## config.mk

```make
export PLATFORM = sky130hd
export DESIGN_NAME = rf_scan_ctrl
export DESIGN_NICKNAME = d
export VERILOG_FILES = /design/src/rtl/rf_scan_ctrl_pkg.sv /design/src/rtl/rf_scan_ctrl_line_counter.sv /design/src/rtl/rf_scan_ctrl.sv
export SDC_FILE = /design/constraint.sdc
export NUM_CORES = 1
export LEC_CHECK = 0
export ABC_AREA = 1
export CORE_ASPECT_RATIO = 0.5
export CORE_MARGIN = 4
export CORE_UTILIZATION = 57
export DETAILED_ROUTE_END_ITERATION = 7
export GPL_TIMING_DRIVEN = 0
export PLACE_DENSITY = 0.83
export SLEW_MARGIN = 20
export SYNTH_ARGS = -nofsm -noshare
export SYNTH_HDL_FRONTEND = slang
export SYNTH_HIERARCHICAL = 1
export SYNTH_SLANG_ARGS = --single-unit
```

## constraint.sdc

```tcl
create_clock -name i_clk -period 2.9 [get_ports i_clk]
set_input_delay 0.29 -clock i_clk [delete_from_list [all_inputs] [get_ports i_clk]]
set_output_delay 0.29 -clock i_clk [all_outputs]
set_load 0.05 [all_outputs]
```

## src/rtl/rf_scan_ctrl_pkg.sv

```systemverilog
// Shared beamforming definitions: scan sequencer state encoding and reader constants.
package rf_scan_ctrl_pkg;

    localparam int SMP_IDX_W   = 16;
    localparam int READER_WRAP = 24099;

    typedef enum logic [2:0] {
        ST_IDLE     = 3'd0,
        ST_REWIND   = 3'd1,
        ST_STREAM   = 3'd2,
        ST_DRAIN    = 3'd3,
        ST_LINE_END = 3'd4,
        ST_ABORT    = 3'd5
    } scan_state_t;

endpackage

```

## src/rtl/rf_scan_ctrl_line_counter.sv

```systemverilog
// Clearable up-counter with a flag raised while the count sits at MAX-1.
module rf_line_counter
    import rf_scan_ctrl_pkg::*;
#(
    parameter int W   = SMP_IDX_W,
    parameter int MAX = 32
) (
    input  logic         i_clk,
    input  logic         i_reset,
    input  logic         i_clr,
    input  logic         i_inc,
    output logic [W-1:0] o_count,
    output logic         o_tc
);

    localparam logic [W-1:0] LAST = W'(MAX - 1);

    logic [W-1:0] r_count;

    always_ff @(posedge i_clk) begin
        if (i_reset || i_clr)
            r_count <= '0;
        else if (i_inc)
            r_count <= r_count + W'(1);
    end

    assign o_count = r_count;
    assign o_tc    = (r_count == LAST);

endmodule

```

## src/rtl/rf_scan_ctrl.sv

```systemverilog
// Scan-line sequencer: sweeps the RF sample reader once per line for a whole frame
// and emits a valid/index strobe aligned with the reader's registered outputs.
module rf_scan_ctrl
    import rf_scan_ctrl_pkg::*;
#(
    parameter int N_SAMPLES = 32,
    parameter int N_LINES   = 8,
    parameter int LINE_W    = 8
) (
    input  logic                 i_clk,
    input  logic                 i_reset,
    input  logic                 i_start,
    input  logic                 i_abort,
    input  logic                 i_advance,
    output logic                 o_inc_count,
    output logic                 o_rd_reset,
    output logic                 o_smp_valid,
    output logic [SMP_IDX_W-1:0] o_smp_idx,
    output logic [LINE_W-1:0]    o_line_idx,
    output logic                 o_smp_last,
    output logic                 o_line_done,
    output logic                 o_frame_done,
    output logic                 o_busy
);

    localparam logic [SMP_IDX_W-1:0] N_SMP = SMP_IDX_W'(N_SAMPLES);

    scan_state_t          r_state;
    logic                 r_rd_reset;
    logic                 r_smp_valid;
    logic [SMP_IDX_W-1:0] r_smp_idx;
    logic                 r_smp_last;
    logic                 r_line_done;
    logic                 r_frame_done;
    logic                 r_busy;

    logic [SMP_IDX_W-1:0] w_issued;
    logic                 w_issue_tc;
    logic [LINE_W-1:0]    w_line_idx;
    logic                 w_line_tc;
    logic                 w_inc_count;
    logic                 w_issue_clr;
    logic                 w_line_clr;
    logic                 w_line_inc;

    // Abort and reset also block the issue so the reader never advances past a cancel.
    assign w_inc_count = (r_state == ST_STREAM) && i_advance && !i_abort && !i_reset
                         && (w_issued < N_SMP);
    assign w_issue_clr = (r_state == ST_REWIND);
    assign w_line_clr  = (r_state == ST_IDLE) && i_start && !i_abort;
    assign w_line_inc  = (r_state == ST_LINE_END) && !w_line_tc && !i_abort;

    rf_line_counter #(.W(SMP_IDX_W), .MAX(N_SAMPLES)) u_issued (
        .i_clk   (i_clk),
        .i_reset (i_reset),
        .i_clr   (w_issue_clr),
        .i_inc   (w_inc_count),
        .o_count (w_issued),
        .o_tc    (w_issue_tc)
    );

    rf_line_counter #(.W(LINE_W), .MAX(N_LINES)) u_line (
        .i_clk   (i_clk),
        .i_reset (i_reset),
        .i_clr   (w_line_clr),
        .i_inc   (w_line_inc),
        .o_count (w_line_idx),
        .o_tc    (w_line_tc)
    );

    always_ff @(posedge i_clk) begin
        if (i_reset) begin
            r_state      <= ST_IDLE;
            r_rd_reset   <= 1'b0;
            r_smp_valid  <= 1'b0;
            r_smp_idx    <= '0;
            r_smp_last   <= 1'b0;
            r_line_done  <= 1'b0;
            r_frame_done <= 1'b0;
            r_busy       <= 1'b0;
        end else begin
            // Sample strobe trails the issue by the reader's one-cycle latency.
            r_smp_valid  <= w_inc_count;
            r_smp_idx    <= w_issued;
            r_smp_last   <= w_inc_count && w_issue_tc;
            r_rd_reset   <= 1'b0;
            r_line_done  <= 1'b0;
            r_frame_done <= 1'b0;
            if (r_state != ST_IDLE && i_abort) begin
                r_state    <= ST_ABORT;
                r_rd_reset <= 1'b1;
                r_busy     <= 1'b1;
            end else begin
                case (r_state)
                    ST_IDLE: begin
                        if (i_start && !i_abort) begin
                            r_state    <= ST_REWIND;
                            r_rd_reset <= 1'b1;
                            r_busy     <= 1'b1;
                        end
                    end
                    ST_REWIND: r_state <= ST_STREAM;
                    ST_STREAM: begin
                        if (w_inc_count && w_issue_tc)
                            r_state <= ST_DRAIN;
                    end
                    ST_DRAIN: begin
                        r_state      <= ST_LINE_END;
                        r_line_done  <= 1'b1;
                        r_frame_done <= w_line_tc;
                    end
                    ST_LINE_END: begin
                        if (w_line_tc) begin
                            r_state <= ST_IDLE;
                            r_busy  <= 1'b0;
                        end else begin
                            r_state    <= ST_REWIND;
                            r_rd_reset <= 1'b1;
                        end
                    end
                    default: begin
                        r_state <= ST_IDLE;
                        r_busy  <= 1'b0;
                    end
                endcase
            end
        end
    end

    assign o_inc_count  = w_inc_count;
    assign o_rd_reset   = r_rd_reset;
    assign o_smp_valid  = r_smp_valid;
    assign o_smp_idx    = r_smp_idx;
    assign o_line_idx   = w_line_idx;
    assign o_smp_last   = r_smp_last;
    assign o_line_done  = r_line_done;
    assign o_frame_done = r_frame_done;
    assign o_busy       = r_busy;

endmodule

```

Yosys cells after proc, flatten, opt, wreduce, memory -nomap -nowiden
Index checks and enable logic that the tools add are counted. Widths: inputs -> output; s select.

Input port bits: 5. Bits in latches: 0. Memory bits (read-only): 0. Bits in writable memories: 0. Output and inout port bits: 31. Memories kept: 0. Flip-flop bits (word level): 49.

Shifts and indexed selects: 0. $add $sub $neg: 2. Equality and inequality tests: 12. Bitwise logic cells: 1. Reductions and logical operators: 24. $lt $le $gt $ge: 1. Multipliers: 0. Mux-type cells: 14. Divide/modulo/power cells: 0.

Operators by type and width (count): $add 16x1->16 const B (1); $eq 16x5->1 const B (1); $lt 16x6->1 const B (1); $pmux 3 s5 (1); $logic_and 1x1->1 (11); $mux 3 (3); $add 8x1->8 const B (1); $eq 8x3->1 const B (1); $mux 1 (8); $eq 3x2->1 const B (2); $ne 2x1->1 const B (3); $ne 3x1->1 const B (2); $reduce_or 3->1 (2); $reduce_and 2->1 (2); $eq 3x1->1 const B (1); $eq 3x3->1 const B (1); $logic_not 1->1 (3); $logic_not 3->1 (1); $ne 3x2->1 const B (1); $pmux 1 s3 (1); $reduce_and 3->1 (1); $reduce_bool 3->1 (1); $logic_or 1x1->1 (2); $pmux 1 s2 (1); other kinds (2) (2).

Longest topological paths before layout
Word-level depth: 9. Gate-level depth with buffers: 13. Gate-level depth less buffers: 13.

Hierarchy
Netlist, hierarchy kept.

By module, submodules not included: rf_scan_ctrl (instances 1, area an instance 943.4 um2, sequential area each 500.5 um2, cells an instance 113); rf_line_counter at u_issued (instances 1, area an instance 897.1 um2, sequential area each 320.3 um2, cells an instance 134); rf_line_counter at u_line (instances 1, area an instance 402.9 um2, sequential area each 160.2 um2, cells an instance 58).

Worst setup path before layout
OpenSTA, ideal clock, no wires.

Path type: reg-to-reg. From: reg u_line.r_count[0] (netlist: u_line/o_count[0]). To: reg u_line.r_count[3] (netlist: u_line/o_count[3]). Path buffers: 0. Setup time: 0.148 ns. Data required time: 2.752 ns. Arrival time: 2.060 ns. Slack: 0.692 ns. Cell stages (with the launch flop): 11. Cell sequence: dfxtp_1 ha_1 nand2_1 nor4_1 nor3_4 nand2_1 clkinv_1 nand2_2 nor2_4 o21ai_1 a21oi_1.

Word-level cells in the longest chain between the ends: 4. Elaborated cells between the ends (all ways): 5. Classes of those cells: add/sub: 1; eq/ne: 1; reduce/logical: 3.

RTL lines: from (decl) (line rf_scan_ctrl_line_counter.sv:18) `logic [W-1:0] r_count;`; from (signal assigned) (line rf_scan_ctrl_line_counter.sv:24) `r_count <= r_count + W'(1);`; $eq 8x3->1 (line rf_scan_ctrl_line_counter.sv:28) `assign o_tc = (r_count == LAST);`; via w_line_tc (line rf_scan_ctrl.sv:40) `logic w_line_tc;`; $logic_not 1->1 (line rf_scan_ctrl.sv:51) `assign w_line_inc = (r_state == ST_LINE_END) && !w_line_tc && !i_abort;`; $logic_and 1x1->1 (2 in a row) (line rf_scan_ctrl.sv:51); via w_line_inc (line rf_scan_ctrl.sv:44) `logic w_line_inc;`.

The timed path passes the listed nets, and every way through them passes these cells. A chain may end at the register's enable or synchronous reset.

Worst setup path in the final report
From: in i_abort. To: out o_inc_count.

Word-level cells in the longest chain between the ends: 4.

RTL lines: from (decl) (line rf_scan_ctrl.sv:13) `input logic i_abort,`; $logic_not 1->1 (line rf_scan_ctrl.sv:47) `assign w_inc_count = (r_state == ST_STREAM) && i_advance && !i_abort && !i_reset`; $logic_and 1x1->1 (2 in a row) (line rf_scan_ctrl.sv:47); $logic_and 1x1->1 (line rf_scan_ctrl.sv:48) `&& (w_issued < N_SMP);`; to (decl) (line rf_scan_ctrl.sv:15) `output logic o_inc_count,`.

Every way passes these cells.

==> impl_metrics.py <==
metrics = {
    "yosys": {
        "ys.flop_type": "dfxtp_1",
        "ys_warn_count": 6,
        "netlist_area_sq_um": 2243,
        "synth_edf_count": 0,
        "synth_seq_cells": 49,
        "synth.avg_cell_area_sq_um": 7.355,
        "synth_async_sr_flop_share": 0,
        "synth_cells": 305,
        "ys_seq_area_frac": 0.4373,
        "synth.distinct_cells": 32,
        "synth_nets": 313,
    },
    "detailed_routing": {
        "first_pass_iters": 4,
        "ant_nets": 0,
        "drt-vias-per-instance": 5.010,
        "wl_microns": 4911,
        "drcViolationCount": 0,
        "wl_per_cell_microns": 12.31,
        "drt_iter0_markers": 65,
        "route.vias.total": 1999,
    },
    "layout": {
        "final_common_cell": "nor2_1",
        "utilization": 0.7663,
        "fin_area_sq_um": 2761,
        "insertedDiodeCount": 0,
        "fillers": 283,
        "syn2layout_area_growth_pct": 23.09,
        "drive_above_1_share": 0.1408,
        "layout_common_cells": "nor2_1, nand2_1, dfxtp_1, inv_1, clkdlybuf4s50_1",
        "finish.net_count": 355,
    },
    "global_routing": {
        "grt_use_total": 0.2096,
        "grt_max_degree": 15,
        "grt_pass1_vias": 1858,
        "grt_pass1_wl_microns": 8411,
        "overflow": 0,
        "antenna_found_initial": 0,
    },
    "place": {
        "gp_congestion": 0.9186,
        "dp_hpwl_microns": 3712,
        "placed_area_sq_um": 2658,
        "place_ws_ns": 0.08158,
        "io_buffers": 35,
    },
    "timing": {
        "fin_crit_ns": 2.425,
        "relSlewSlack": 0.5874,
        "clock.fmax_ghz": 0.4124,
        "setup_violations": 0,
        "hold_viol": 0,
        "rsz0062_at_grt": "no",
        "slew_violations": 0,
        "layout_setup_ws_ns": 0.4749,
        "period_share": 0.8362,
        "tightest_slew_ns": 0.6133,
        "setup_tns_ns": 0,
        "worst_clock_skew_ns": 0.005595,
    },
    "cts": {
        "cts_tree": "yes",
        "cts_root_buf": "clkbuf_8",
        "clockBufferDepth": 2,
        "post_cts.repair.setup_buffers": 0,
        "htree_num_levels": 2,
        "cts_hold_buf": 0,
        "cts_sinks": 49,
        "ctsResizeCount": 0,
        "insertion_delay_ns": 0.30,
        "clk_pin_slew_ns": 0.09,
        "cts_buffers": 5,
    },
    "setup_path": {
        "critical_path_arrival_ns": 2.14,
        "crit_type": "in -> out",
        "crit_chain": "clkdlybuf4s50_1 > nor2_1 > nand3_2 > nor4_4 > dlymetal6s2s_1",
        "crit_fanout": 9,
        "worstPathRequired_ns": 2.61,
        "slowest_delay_ns": 0.51,
        "crit_path_end_kind": "output pin",
        "start_kind": "input port",
        "crit_slowest_cell": "clkdlybuf4s50_1",
    },
    "floorplanning": {
        "ioPinCount": 36,
        "row_count": 15,
        "core_area_sq_um": 3603,
        "die_x_microns": 96.72,
        "die_area_sq_um": 5064,
        "initial_utilization": 0.6226,
        "die-height_microns": 52.36,
    },
    "power": {
        "irDropWorstVdd_v": 0.0003163,
        "cellLeakagePower_nw": 1.137,
        "pwr_density_cell_nw_per_um2": 552.0,
    },
    "min_path": {
        "hold_class": "reg -> reg",
    },
    "run_status": {
        "status": "finished clean",
    },
    "flow_run": {
        "cap_violations": 0,
    },
}
## state kept, by name, summed over array words and instances (netlist names)
signal            count
o_smp_idx            16
o_frame_done          1
o_smp_last            1
u_line/o_count        8
u_issued/o_count     16
o_smp_valid           1
o_line_done           1
r_state               3
o_rd_reset            1
o_busy                1
## through the flow
stage	total power, mW	cells	hold slack (ns)
6_report	1.524	399	0.4741
5_1_grt	1.608	399	0.5067
4_1_cts	1.534	399	0.4703
3_5_place_dp	1.101	391	0.4579
3_3_place_gp	1.091	391	0.4540
2_1_floorplan	1.014	305	0.3645
## critical path, delay by kind of cell
family,cells,cell delay [ns]
buf+inv,2,1.01
simple gates,3,0.82
## cells in the mapped netlist (4+ instances only)
cell     number  area share
a21oi_1      15       0.033
dfxtp_1      49        0.44
inv_1        44       0.074
inv_2         8       0.013
nand2_1      50       0.084
nand2_2       6       0.017
nand3_1      19       0.042
nand3_2       5       0.022
nand4_1       4       0.011
nor2_1       54       0.090
nor2_2        7       0.020
nor2_4        4       0.020
nor3_1        4      0.0089
o21ai_0       6       0.013
o21ai_1       4      0.0089
## worst paths after layout
path	depth (start not counted)	slack [ns]	end	from
max	5	0.47	o_inc_count	i_abort
min	2	0.47	o_smp_idx[1]$_SDFF_PP0_	u_issued/o_count[1]$_SDFFE_PP0P_
max reg2reg	13	0.75	u_line/o_count[6]$_SDFFE_PP0P_	u_line/o_count[0]$_SDFFE_PP0P_
min reg2reg	2	0.47	o_smp_idx[1]$_SDFF_PP0_	u_issued/o_count[1]$_SDFFE_PP0P_
## cell families after synthesis
group / Yosys count / share of synthesized area
adders and majority gates: 3 / 0.01673
and+or+nand+nor: 165 / 0.3670
DFF: 49 / 0.4373
AOI/OAI and AO/OA: 32 / 0.08366
buffers and inverters: 56 / 0.09537
## layout make-up
cell class | count | area [sq um] | area share
Multi-Input combinational cell | 200 | 1049 | 0.3797
Sequential cell | 49 | 980.9 | 0.3552
Timing Repair Buffer | 35 | 352.8 | 0.1278
Inverter | 53 | 198.9 | 0.07204
Clock buffer | 7 | 96.34 | 0.03489
Tap cell | 51 | 63.81 | 0.02311
Buffer | 3 | 15.01 | 0.005437
Clock inverter | 1 | 5.005 | 0.001812
## report_power, final
group	total [mW]	leakage (nW)	switching, mW	internal, mW
clock network	0.436	0.0542	0.221	0.216
logic	0.353	0.687	0.235	0.118
registers	0.735	0.396	0.0298	0.705
total	1.52	1.14	0.486	1.04
## routing by layer
metal	routed length, microns	GRT usage	vias up	part of all wire
met3	254	0.05046	9	0.052
met1	2275	0.2474	906	0.46
met4	89	0.09324	0	0.018
met2	2292	0.3721	42	0.47
met5	0	0	-	0
li1	-	-	1042	-
(Power assumes the default switching activity.)
